<file path="config.mk">
export PLATFORM = sky130hd
export DESIGN_NAME = counter_8b
export DESIGN_NICKNAME = d
export VERILOG_FILES = /design/src/rtl/counter_8b_pkg.sv /design/src/rtl/counter_8b_mod_adder.sv /design/src/rtl/counter_8b.sv
export SDC_FILE = /design/constraint.sdc
export NUM_CORES = 1
export LEC_CHECK = 0
export CAP_MARGIN = 20
export CORE_AREA = 4 4 41 43
export CTS_BUF_LIST = sky130_fd_sc_hd__clkbuf_8
export DETAILED_ROUTE_END_ITERATION = 7
export DIE_AREA = 0 0 45 47
export GPL_TIMING_DRIVEN = 0
export SLEW_MARGIN = 20
export SYNTH_ARGS = -nofsm -noshare
export SYNTH_HDL_FRONTEND = slang
export SYNTH_SLANG_ARGS = --single-unit
</file>
<file path="constraint.sdc">
create_clock -name clk -period 0.9 [get_ports clk]
set_input_delay 0.135 -clock clk [delete_from_list [all_inputs] [get_ports clk]]
set_output_delay 0.135 -clock clk [all_outputs]
set_load 0.01 [all_outputs]
</file>
<file path="src/rtl/counter_8b_pkg.sv">
// Shared constants and parameter legality helpers for the counter_8b slice.
package counter_8b_pkg;

    localparam int unsigned COUNTER_DEFAULT_WIDTH = 8;
    localparam int unsigned COUNTER_MAX_WIDTH     = 32;

    function automatic bit width_ok(int unsigned w);
        return (w >= 1) && (w <= COUNTER_MAX_WIDTH);
    endfunction

    function automatic bit modulus_ok(int unsigned w, longint unsigned m);
        return (m >= 2) && (m <= (64'd1 << w));
    endfunction

    function automatic bit step_ok(longint unsigned s, longint unsigned m);
        return (s >= 1) && (s < m);
    endfunction

    function automatic bit reset_ok(longint unsigned rv, longint unsigned m);
        return rv < m;
    endfunction

endpackage

</file>
<file path="src/rtl/counter_8b_mod_adder.sv">
// Combinational (a + STEP) mod MODULUS using a WIDTH+1 bit intermediate.
module mod_adder #(
    parameter int unsigned    WIDTH   = 8,
    parameter logic [WIDTH:0] STEP    = (WIDTH+1)'(1),
    parameter logic [WIDTH:0] MODULUS = {1'b1, {WIDTH{1'b0}}}
) (
    input  logic [WIDTH-1:0] a,
    output logic [WIDTH-1:0] y
);

    logic [WIDTH:0] sum;
    logic [WIDTH:0] res;
    logic           unused_msb;

    // a < MODULUS and STEP < MODULUS, so sum < 2*MODULUS fits WIDTH+1 bits
    always_comb begin
        sum = {1'b0, a} + STEP;
        res = sum;
        if (sum >= MODULUS) begin
            res = sum - MODULUS;
        end
        y = res[WIDTH-1:0];
    end

    assign unused_msb = res[WIDTH];

endmodule

</file>
<file path="src/rtl/counter_8b.sv">
// Free-running modulo up-counter; async active-high reset, one register stage.
module counter_8b
    import counter_8b_pkg::*;
#(
    parameter int unsigned    WIDTH       = COUNTER_DEFAULT_WIDTH,
    parameter logic [WIDTH:0] RESET_VALUE = '0,
    parameter logic [WIDTH:0] STEP        = (WIDTH+1)'(1),
    parameter logic [WIDTH:0] MODULUS     = {1'b1, {WIDTH{1'b0}}}
) (
    output logic [WIDTH-1:0] count,
    input  logic             clk,
    input  logic             reset
);

    if (!width_ok(WIDTH)) begin : g_bad_width
        $error("counter_8b: WIDTH out of range 1..32");
    end
    if (!modulus_ok(WIDTH, 64'(MODULUS))) begin : g_bad_mod
        $error("counter_8b: MODULUS out of range 2..2**WIDTH");
    end
    if (!step_ok(64'(STEP), 64'(MODULUS))) begin : g_bad_step
        $error("counter_8b: STEP out of range 1..MODULUS-1");
    end
    if (!reset_ok(64'(RESET_VALUE), 64'(MODULUS))) begin : g_bad_rst
        $error("counter_8b: RESET_VALUE must be below MODULUS");
    end

    logic [WIDTH-1:0] count_q;
    logic [WIDTH-1:0] count_d;
    logic [WIDTH-1:0] next_val;

    mod_adder #(
        .WIDTH   (WIDTH),
        .STEP    (STEP),
        .MODULUS (MODULUS)
    ) u_mod_adder (
        .a (count_q),
        .y (next_val)
    );

    always_comb begin
        count_d = next_val;
    end

    always_ff @(posedge clk or posedge reset) begin
        if (reset) begin
            count_q <= RESET_VALUE[WIDTH-1:0];
        end else begin
            count_q <= count_d;
        end
    end

    assign count = count_q;

`ifndef SYNTHESIS
    logic rst_seen;

    always_ff @(posedge reset) begin
        rst_seen <= 1'b1;
    end

    // Sampled mid-cycle so async reset updates have settled
    always @(negedge clk) begin
        if (rst_seen === 1'b1) begin
            assert ({1'b0, count_q} < MODULUS)
                else $error("counter_8b: count out of range");
            if (reset) begin
                assert (count_q == RESET_VALUE[WIDTH-1:0])
                    else $error("counter_8b: count not held in reset");
            end
        end
    end
`endif

endmodule

</file>
# Word level (Yosys, flattened, before mapping)
# Cells that the tools add are included.
[totals]
out_inout_bits = 8
reg_bits = 8
in_bits = 2
[classes]
magnitude_cmp = 1
add_sub_neg = 2
mux = 1
[op_table]
columns = ["op", "count"]
rows = [
  ["adder 8 x 1 -> 9 bit, second input constant", 1],
  [">= comparator 9 bit, second input constant", 1],
  ["two-way mux 8 bit", 1],
  ["subtractor 8 x 1 -> 8 bit, second input constant", 1],
]

# Depth between registers and ports, before layout
# Gate-level depths: netlist (run 1).
[depth]
ltp_word = 3
mapped_depth = 3
ltp_nobuf = 3

# Modules after synthesis
# From an unflattened synthesis (run 1), not the netlist that was laid out.
[unflattened]
hier_cells = 24
area_unflattened_um2 = 315.3
[modules_own_cells]
columns = ["mod", "cells_each", "seq_area_each_um2", "instances", "area_per_inst_um2"]
rows = [
  ["counter_8b", 9, 200.2, 1, 203.9],
  ["mod_adder", 15, 0.0, 1, 111.4],
]

# Worst setup path before layout (run 1)
# OpenSTA, ideal clock, no wires.
[synth_path]
kind = "register to register"
from = "register count_q[0] (netlist: count[0])"
to = "register count_q[6] (netlist: count[6])"
arrival_ns = 0.860
path_slack_ns = -0.085
path_stages_with_launch = 4
t_required_ns = 0.775
path_buffers = 0
cell_sequence = "dfrtp_1 ha_1 nand3_1 xnor2_1"
[synth_between]
elab_chain_cells = 3
elab_cells_between_ends = 4
[synth_rtl]
columns = ["element", "line_no", "text"]
rows = [
  ["start: declaration", "counter_8b.sv:28", "logic [WIDTH-1:0] count_q;"],
  ["start signal: assignment", "counter_8b.sv:47", "count_q <= RESET_VALUE[WIDTH-1:0];"],
  ["start signal: assignment", "counter_8b.sv:49", "count_q <= count_d;"],
  ["adder 8 x 1 -> 9 bit *", "counter_8b_mod_adder.sv:17", "sum = {1'b0, a} + STEP;"],
  ["subtractor 8 x 1 -> 8 bit or >= comparator 9 bit (tied branches)", "counter_8b_mod_adder.sv:20, counter_8b_mod_adder.sv:19", ""],
  ["two-way mux 8 bit *", "counter_8b_mod_adder.sv:19", "if (sum >= MODULUS) begin"],
  ["via count_d[6]", "counter_8b.sv:29", "logic [WIDTH-1:0] count_d;"],
]
# Mark *: on every way through the listed nets, which the timed path passes. The rest lies on a longest branch.

# Worst setup path in the final report (run 1)
[layout_path]
from = "register count_q[1] (netlist: count[1])"
to = "register count_q[6] (netlist: count[6])"
# Same word-level chain as after synthesis.

==> impl_summary.log, run 1 <==
INFO  metric maxCapViolations = 0
INFO  metric global_route.usage.total = 9.19%
INFO  metric clock_skew = around 0.0084 ns
INFO  metric critical_path.startpoint_type = register
INFO  metric critical_path.endpoint_type = register
INFO  metric pwr-share-seq = 43.7%
INFO  metric rsz_0062_raised_after_global_routing = yes
INFO  metric syn_inst = 25
INFO  metric hold_viol_final = 0
INFO  metric synth_top_family_by_area = XOR/XNOR gates
INFO  metric worstSetupPathDepth = 4
INFO  metric port_buffers = 9
INFO  metric route.final.wire_length = 859 um
INFO  metric setup_viol = 9
INFO  metric slowest_stage = dfrtp_2
INFO  metric max_slew.worst_pin.slew = a little over 0.3 ns
INFO  metric mostFrequentLayoutCells = buf_6 (8), buf_4 (8), buf_2 (6)
INFO  metric power.total = 0.825 mW
INFO  metric vdd_ir_drop_max = ~690 uV
INFO  metric clock_tree.buffer_depth = 2
INFO  metric synth_compound_gate_area_share = 0%
INFO  metric final_period_minus_worst_setup_slack = between 0.9 and 1 ns
INFO  metric final_antenna_net_count = 0
INFO  metric clock_tree.htree_level_count = 1
INFO  metric finalWeightedCongestion = 0.680
INFO  metric total_of_flip_flops_plus_latches_after_synthesis = 8
INFO  metric post_drt_wl_per_cell = between 10 and 15 um
INFO  metric power.density_cell_area = around 1300 nW/um^2
INFO  metric final_net_count = between 50 and 60
INFO  metric area.growth.synth_to_final = 99.6%
INFO  metric cts_num_sinks = 8
INFO  metric floorplan.io_pins = 10
INFO  metric reg2reg_setup_slack = -0.09 ns
INFO  metric clockRootBuffer = clkbuf_8
INFO  metric via_count_of_the_first_global_routing_pass = around 250
INFO  metric worst_ep_arrival_time = between 1 and 1.5 ns
INFO  metric post_synth_instance_area = roughly 320 um^2
INFO  metric violations_in_the_final_reports = setup timing
INFO  metric synthMuxAreaShare = 0%
INFO  metric synth-xor-area-share = between 10% and 20%
INFO  metric insertedDiodeCount = 0
INFO  metric drc = 0
INFO  metric critical_path_peak_fanout = 3
INFO  metric power.share.switching = about a fifth
INFO  metric final-max-slew-violation-count = 0
INFO  metric synth_fa_ha_area_share = under 10%
INFO  metric post_synthesis_share_of_cell_area_spent_on_and_or_nand_and_nor_gates = roughly 15%
INFO  metric grt_antenna_before_repair = 0
INFO  metric finalNonFillerCells = 67
INFO  metric worstPathBufferInverterCount = 1
INFO  metric die_area = 2120 um^2
INFO  metric core_area = approximately 1300 um^2
INFO  metric num_rows = 13
INFO  metric timing.critical_path.cells = buf_6 -> ha_4 -> nand3_4 -> xnor2_2
INFO  metric cts_buffers = 3
INFO  metric crit_required = 1.05 ns
INFO  metric power_leakage = 0.301 nW
INFO  metric drt_iter0_markers = 6
INFO  metric detail_route.first_pass.iterations = 2
INFO  metric post_synth_num_cell_types = 11
INFO  metric ys_seq_area_share = a little over three fifths
INFO  metric die_height = ~47 um
INFO  metric internal_power = 0.662 mW
INFO  metric clock_latency_at_the_later_pin_of_the_worst_skew_pair = 0.24 ns
INFO  metric total_number_of_vias = between 200 and 300
INFO  metric synthesis.nets = 28
INFO  metric floorplan.initialDensity = between 20% and 30%
INFO  metric switching_power = 0.164 mW
INFO  metric layout-drive-gt1-share = 73.1%
INFO  metric grt_first_pass_wirelength = about 1200 um
INFO  metric timing_worst_setup_path_type = reg -> reg
INFO  metric cts_tree = built
INFO  metric power.clock.fraction = a little over half
INFO  metric timing.hold.worst.class = in -> async
INFO  metric path_clk_slew = approximately 0.05 ns
INFO  metric grt_max_degree = 9
INFO  metric overflow = 0
INFO  metric max_clock_freq = slightly above 1000 MHz
INFO  metric critical_path.max_stage_delay = 0.42 ns
INFO  metric post_drt_via_cell_ratio = roughly 4.2
INFO  metric reg2regPathDepth = 4
INFO  metric place.detailed.instances = ~50
INFO  metric slew_headroom = about four fifths
INFO  metric cts_hold_buf = 0
INFO  metric critical-path-top-delay-family = flip-flops
INFO  metric result_of_the_run = finished with violations
INFO  metric number_of_flip_flops_under_the_largest_register_name = 8
INFO  metric fin_crit_sh = 110%
INFO  metric postSynthAreaPerCell = 12.8 um^2
INFO  metric die_x = approximately 45 um
INFO  metric final_critical_path_setup_slack = -0.0915 ns
INFO  metric power.combinational.fraction = under 10%
INFO  metric final_core_util = approximately half
INFO  metric ys_warn_count = 0
final timing paths:
path                                 end      from
worst max-delay path            count[6]  count[1]
worst min-delay path            count[7]     reset
worst max register to register  count[6]  count[1]
worst min register to register  count[7]  count[7]
max in group asynchronous       count[2]     reset
min in group clk                count[7]  count[7]
worst register-to-register path, cell delays in order (launching register included):
cell and delay [ns]:
dfrtp_2 0.42, buf_6 0.13, ha_4 0.17, nand3_4 0.09, xnor2_2 0.10
routing by layer:
| metal | vias up | global-route usage [%] | wire (um) |
|---|---|---|---|
| li1 | 134 | - | - |
| met1 | 136 | 10.1 | 340 |
| met2 | 10 | 12.1 | 424 |
| met3 | 4 | 4.21 | 64 |
| met4 | 0 | 10.5 | 29 |
| met5 | - | 0 | 0 |
through the flow:
step	hold WS [ns]	setup slack, ns	area, um^2	setup TNS, ns
2_1_floorplan	-0.0496	-0.0106	348	-0.0106
3_3_place_gp	0.396	-0.193	457	-1.29
3_5_place_dp	0.402	-0.205	457	-1.36
4_1_cts	0.158	-0.0637	563	-0.391
5_1_grt	0.181	-0.144	639	-0.950
6_report	0.146	-0.0915	639	-0.590
Yosys cell counts:
cell	number	area (um^2)
inv_1	2	7.51
nand3_1	2	10.0
and3_1	1	6.26
ha_1	1	12.5
xnor2_1	3	26.3
xor2_1	3	26.3
nor2_1	1	3.75
nand2_1	2	7.51
nand3_2	1	10.0
dfrtp_1	8	200
nor3_2	1	10.0
cells by family after synthesis:
kind of cell / Yosys count
buffers and inverters: 2
and+or+nand+nor: 8
DFF: 8
adders and majority gates: 1
xor gates and xnor gates: 6
final cells by class:
cell class	instances	area (um^2)
fillers	128	662
clock buffers	3	41.3
clock inverters	1	3.75
multi-input cells	15	173
inverters	2	7.51
repair buffers	23	190
well taps	15	18.8
flip-flops and latches	8	205
power by group through the flow:
stage	Clock, mW	Combinational [mW]	Sequential (mW)
after floorplan	0	0.00560	0.366
after global placement	0	0.0114	0.366
after detailed placement	0	0.0118	0.366
after CTS	0.465	0.0119	0.361
after global routing	0.485	0.0132	0.360
final	0.453	0.0112	0.361
repair_timing:
action                                  4_1_cts  5_1_grt
resized for setup                            38        9
buffers inserted                             10        4
pin swaps                                     3        7
endpoints found under the setup margin       11       13
(Power assumes the default switching activity.)
==> inputs of run 2 (changes only) <==
--- a/config.mk
+++ b/config.mk
@@ -10,7 +10,6 @@
 export CTS_BUF_LIST = sky130_fd_sc_hd__clkbuf_8
 export DETAILED_ROUTE_END_ITERATION = 7
 export DIE_AREA = 0 0 45 47
-export GPL_TIMING_DRIVEN = 0
 export SLEW_MARGIN = 20
 export SYNTH_ARGS = -nofsm -noshare
 export SYNTH_HDL_FRONTEND = slang
==> constraint.sdc (replaced) <==
create_clock -name clk -period 1.3 [get_ports clk]
set_input_delay 0.195 -clock clk [delete_from_list [all_inputs] [get_ports clk]]
set_output_delay 0.195 -clock clk [all_outputs]
set_load 0.01 [all_outputs]
==> run 2 against run 1 <==
  * The flow now finishes without violations
  * Core utilization decreased by 13 points
  * Die area unchanged
  * Final area decreased by 26%
  * Final cell count decreased by 19%
  * Worst hold slack improved by 0.067 ns
  * Non-clock buffer count decreased by 12
  * Clock skew decreased by 0.0078 ns
  * Global-route usage decreased by 0.31 points
  * Highest routed layer unchanged
==> impl_summary.log, run 2 (same netlist as run 1, synthesis figures left out) <==
INFO  metric hold_viol_final = 0
INFO  metric critical-path-top-delay-family = flip-flops
INFO  metric detail_route.first_pass.iterations = 3
INFO  metric via_count_of_the_first_global_routing_pass = 274
INFO  metric final_net_count = between 40 and 50
INFO  metric timing.hold.worst.class = in -> async
INFO  metric slowest_stage = dfrtp_1
INFO  metric overflow = 0
INFO  metric cts_buffers = 3
INFO  metric die_height = 47 um
INFO  metric slew_headroom = between 80% and 90%
INFO  metric final_critical_path_setup_slack = approximately 0.16 ns
INFO  metric clock_latency_at_the_later_pin_of_the_worst_skew_pair = 0.23 ns
INFO  metric final-max-slew-violation-count = 0
INFO  metric route.final.wire_length = about 640 um
INFO  metric post_cts_gate_resize_count = 8
INFO  metric die_x = between 40 and 50 um
INFO  metric die_area = between 2000 and 2500 um^2
INFO  metric layout.filler_cells = approximately 140
INFO  metric met3_length = ~58 um
INFO  metric grt_first_pass_wirelength = ~1200 um
INFO  metric clock_tree.htree_level_count = 1
INFO  metric power.density_cell_area = between 1000 and 1500 nW/um^2
INFO  metric clock_skew = 0.000586 ns
INFO  metric highest_layer = met4
INFO  metric detailedPlace.worstSlack = 0.146 ns
INFO  metric final.hold.worst_slack = around 0.21 ns
INFO  metric vdd_ir_drop_max = 520 uV
INFO  metric mostFrequentLayoutCells = dfrtp_1 (8), dlygate4sd2_1 (8), xor2_1 (3), xnor2_1 (3), clkbuf_8 (3)
INFO  metric insertedDiodeCount = 0
INFO  metric crit_required = about 1.1 ns
INFO  metric cts_setup_buffers = 0
INFO  metric number_of_flip_flops_under_the_largest_register_name = 8
INFO  metric result_of_the_run = complete, no violations
INFO  metric critical_path.max_stage_delay = about 0.41 ns
INFO  metric place.detailed.instances = between 50 and 60
INFO  metric cts_tree = built
INFO  metric worstPathBufferInverterCount = 1
INFO  metric rsz_0062_raised_after_global_routing = no
INFO  metric layout-drive-gt1-share = 17.9%
INFO  metric setup_viol = 0
INFO  metric cts_num_sinks = 8
INFO  metric maxCapViolations = 0
INFO  metric dp_hpwl = about 480 um
INFO  metric final_period_minus_worst_setup_slack = between 1 and 1.5 ns
INFO  metric critical_path_peak_fanout = 5
INFO  metric drc = 0
INFO  metric critical_path.endpoint_type = output port
INFO  metric floorplan.io_pins = 10
INFO  metric clockRootBuffer = clkbuf_8
INFO  metric grt_antenna_before_repair = 0
INFO  metric core_area = 1300 um^2
INFO  metric post-route-cell-area = ~480 um^2
INFO  metric final_antenna_net_count = 0
INFO  metric fin_setup_tns = 0 ns
INFO  metric path_clk_slew = 0.04 ns
INFO  metric power_leakage = 0.239 nW
INFO  metric wirelength_met1 = around 290 um
INFO  metric grt_max_degree = 9
INFO  metric max_slew.worst_pin.slew = about 0.3 ns
INFO  metric worst_ep_arrival_time = 0.95 ns
INFO  metric global_route.usage.total = 8.87%
INFO  metric num_rows = 13
INFO  metric power.total = around 0.55 mW
INFO  metric finalWeightedCongestion = 0.721
INFO  metric wl_met2 = 283 um
INFO  metric drt_iter0_markers = 1
INFO  metric final_core_util = between 30 and 40%
INFO  metric cts_hold_buf = 0
INFO  metric total_number_of_vias = roughly 220
INFO  metric timing_worst_setup_path_type = reg -> out
INFO  metric timing.critical_path.cells = dlygate4sd2_1
INFO  metric max_clock_freq = 877 MHz
INFO  metric port_buffers = 9
INFO  metric finalNonFillerCells = 54
INFO  metric post_drt_wl_per_cell = approximately 12 um
INFO  metric post_drt_via_cell_ratio = 4.13
INFO  metric floorplan.initialDensity = approximately 25%
INFO  metric place_area = between 400 and 500 um^2
INFO  metric fin_crit_sh = 87.8%
INFO  metric clock_tree.buffer_depth = 2
INFO  metric area.growth.synth_to_final = 48.4%
INFO  metric critical_path.startpoint_type = register
## run 2: power breakdown
part | total [mW] | internal [mW] | switching [mW]
sequential | 0.250 | 0.250 | 0
combinational | 0.00761 | 0.00281 | 0.00481
clock | 0.294 | 0.200 | 0.0940
total | 0.552 | 0.453 | 0.0988
## run 2: cell type report
class	instances	area, um^2	area share (%)
well taps	15	18.8	3.95
clock buffers	3	41.3	8.68
flip-flops and latches	8	200	42.1
multi-input cells	15	113	23.7
inverters	2	7.51	1.58
repair buffers	11	95.1	20.0
## run 2: final timing paths
kind                       depth (start not counted)       end  slack (ns)      from
max                                                1  count[3]        0.16  count[3]
min                                                2  count[6]        0.21     reset
max reg2reg                                        4  count[6]        0.25  count[0]
min reg2reg                                        1  count[7]        0.47  count[7]
max in group asynchronous                          2  count[3]        0.86     reset
min in group clk                                   1  count[7]        0.47  count[7]
## run 2: per-layer routing
metal	vias up	GRT usage (%)
met3	2	4.21
met1	102	8.94
met4	0	10.5
li1	109	-
met2	10	12.4
met5	-	0
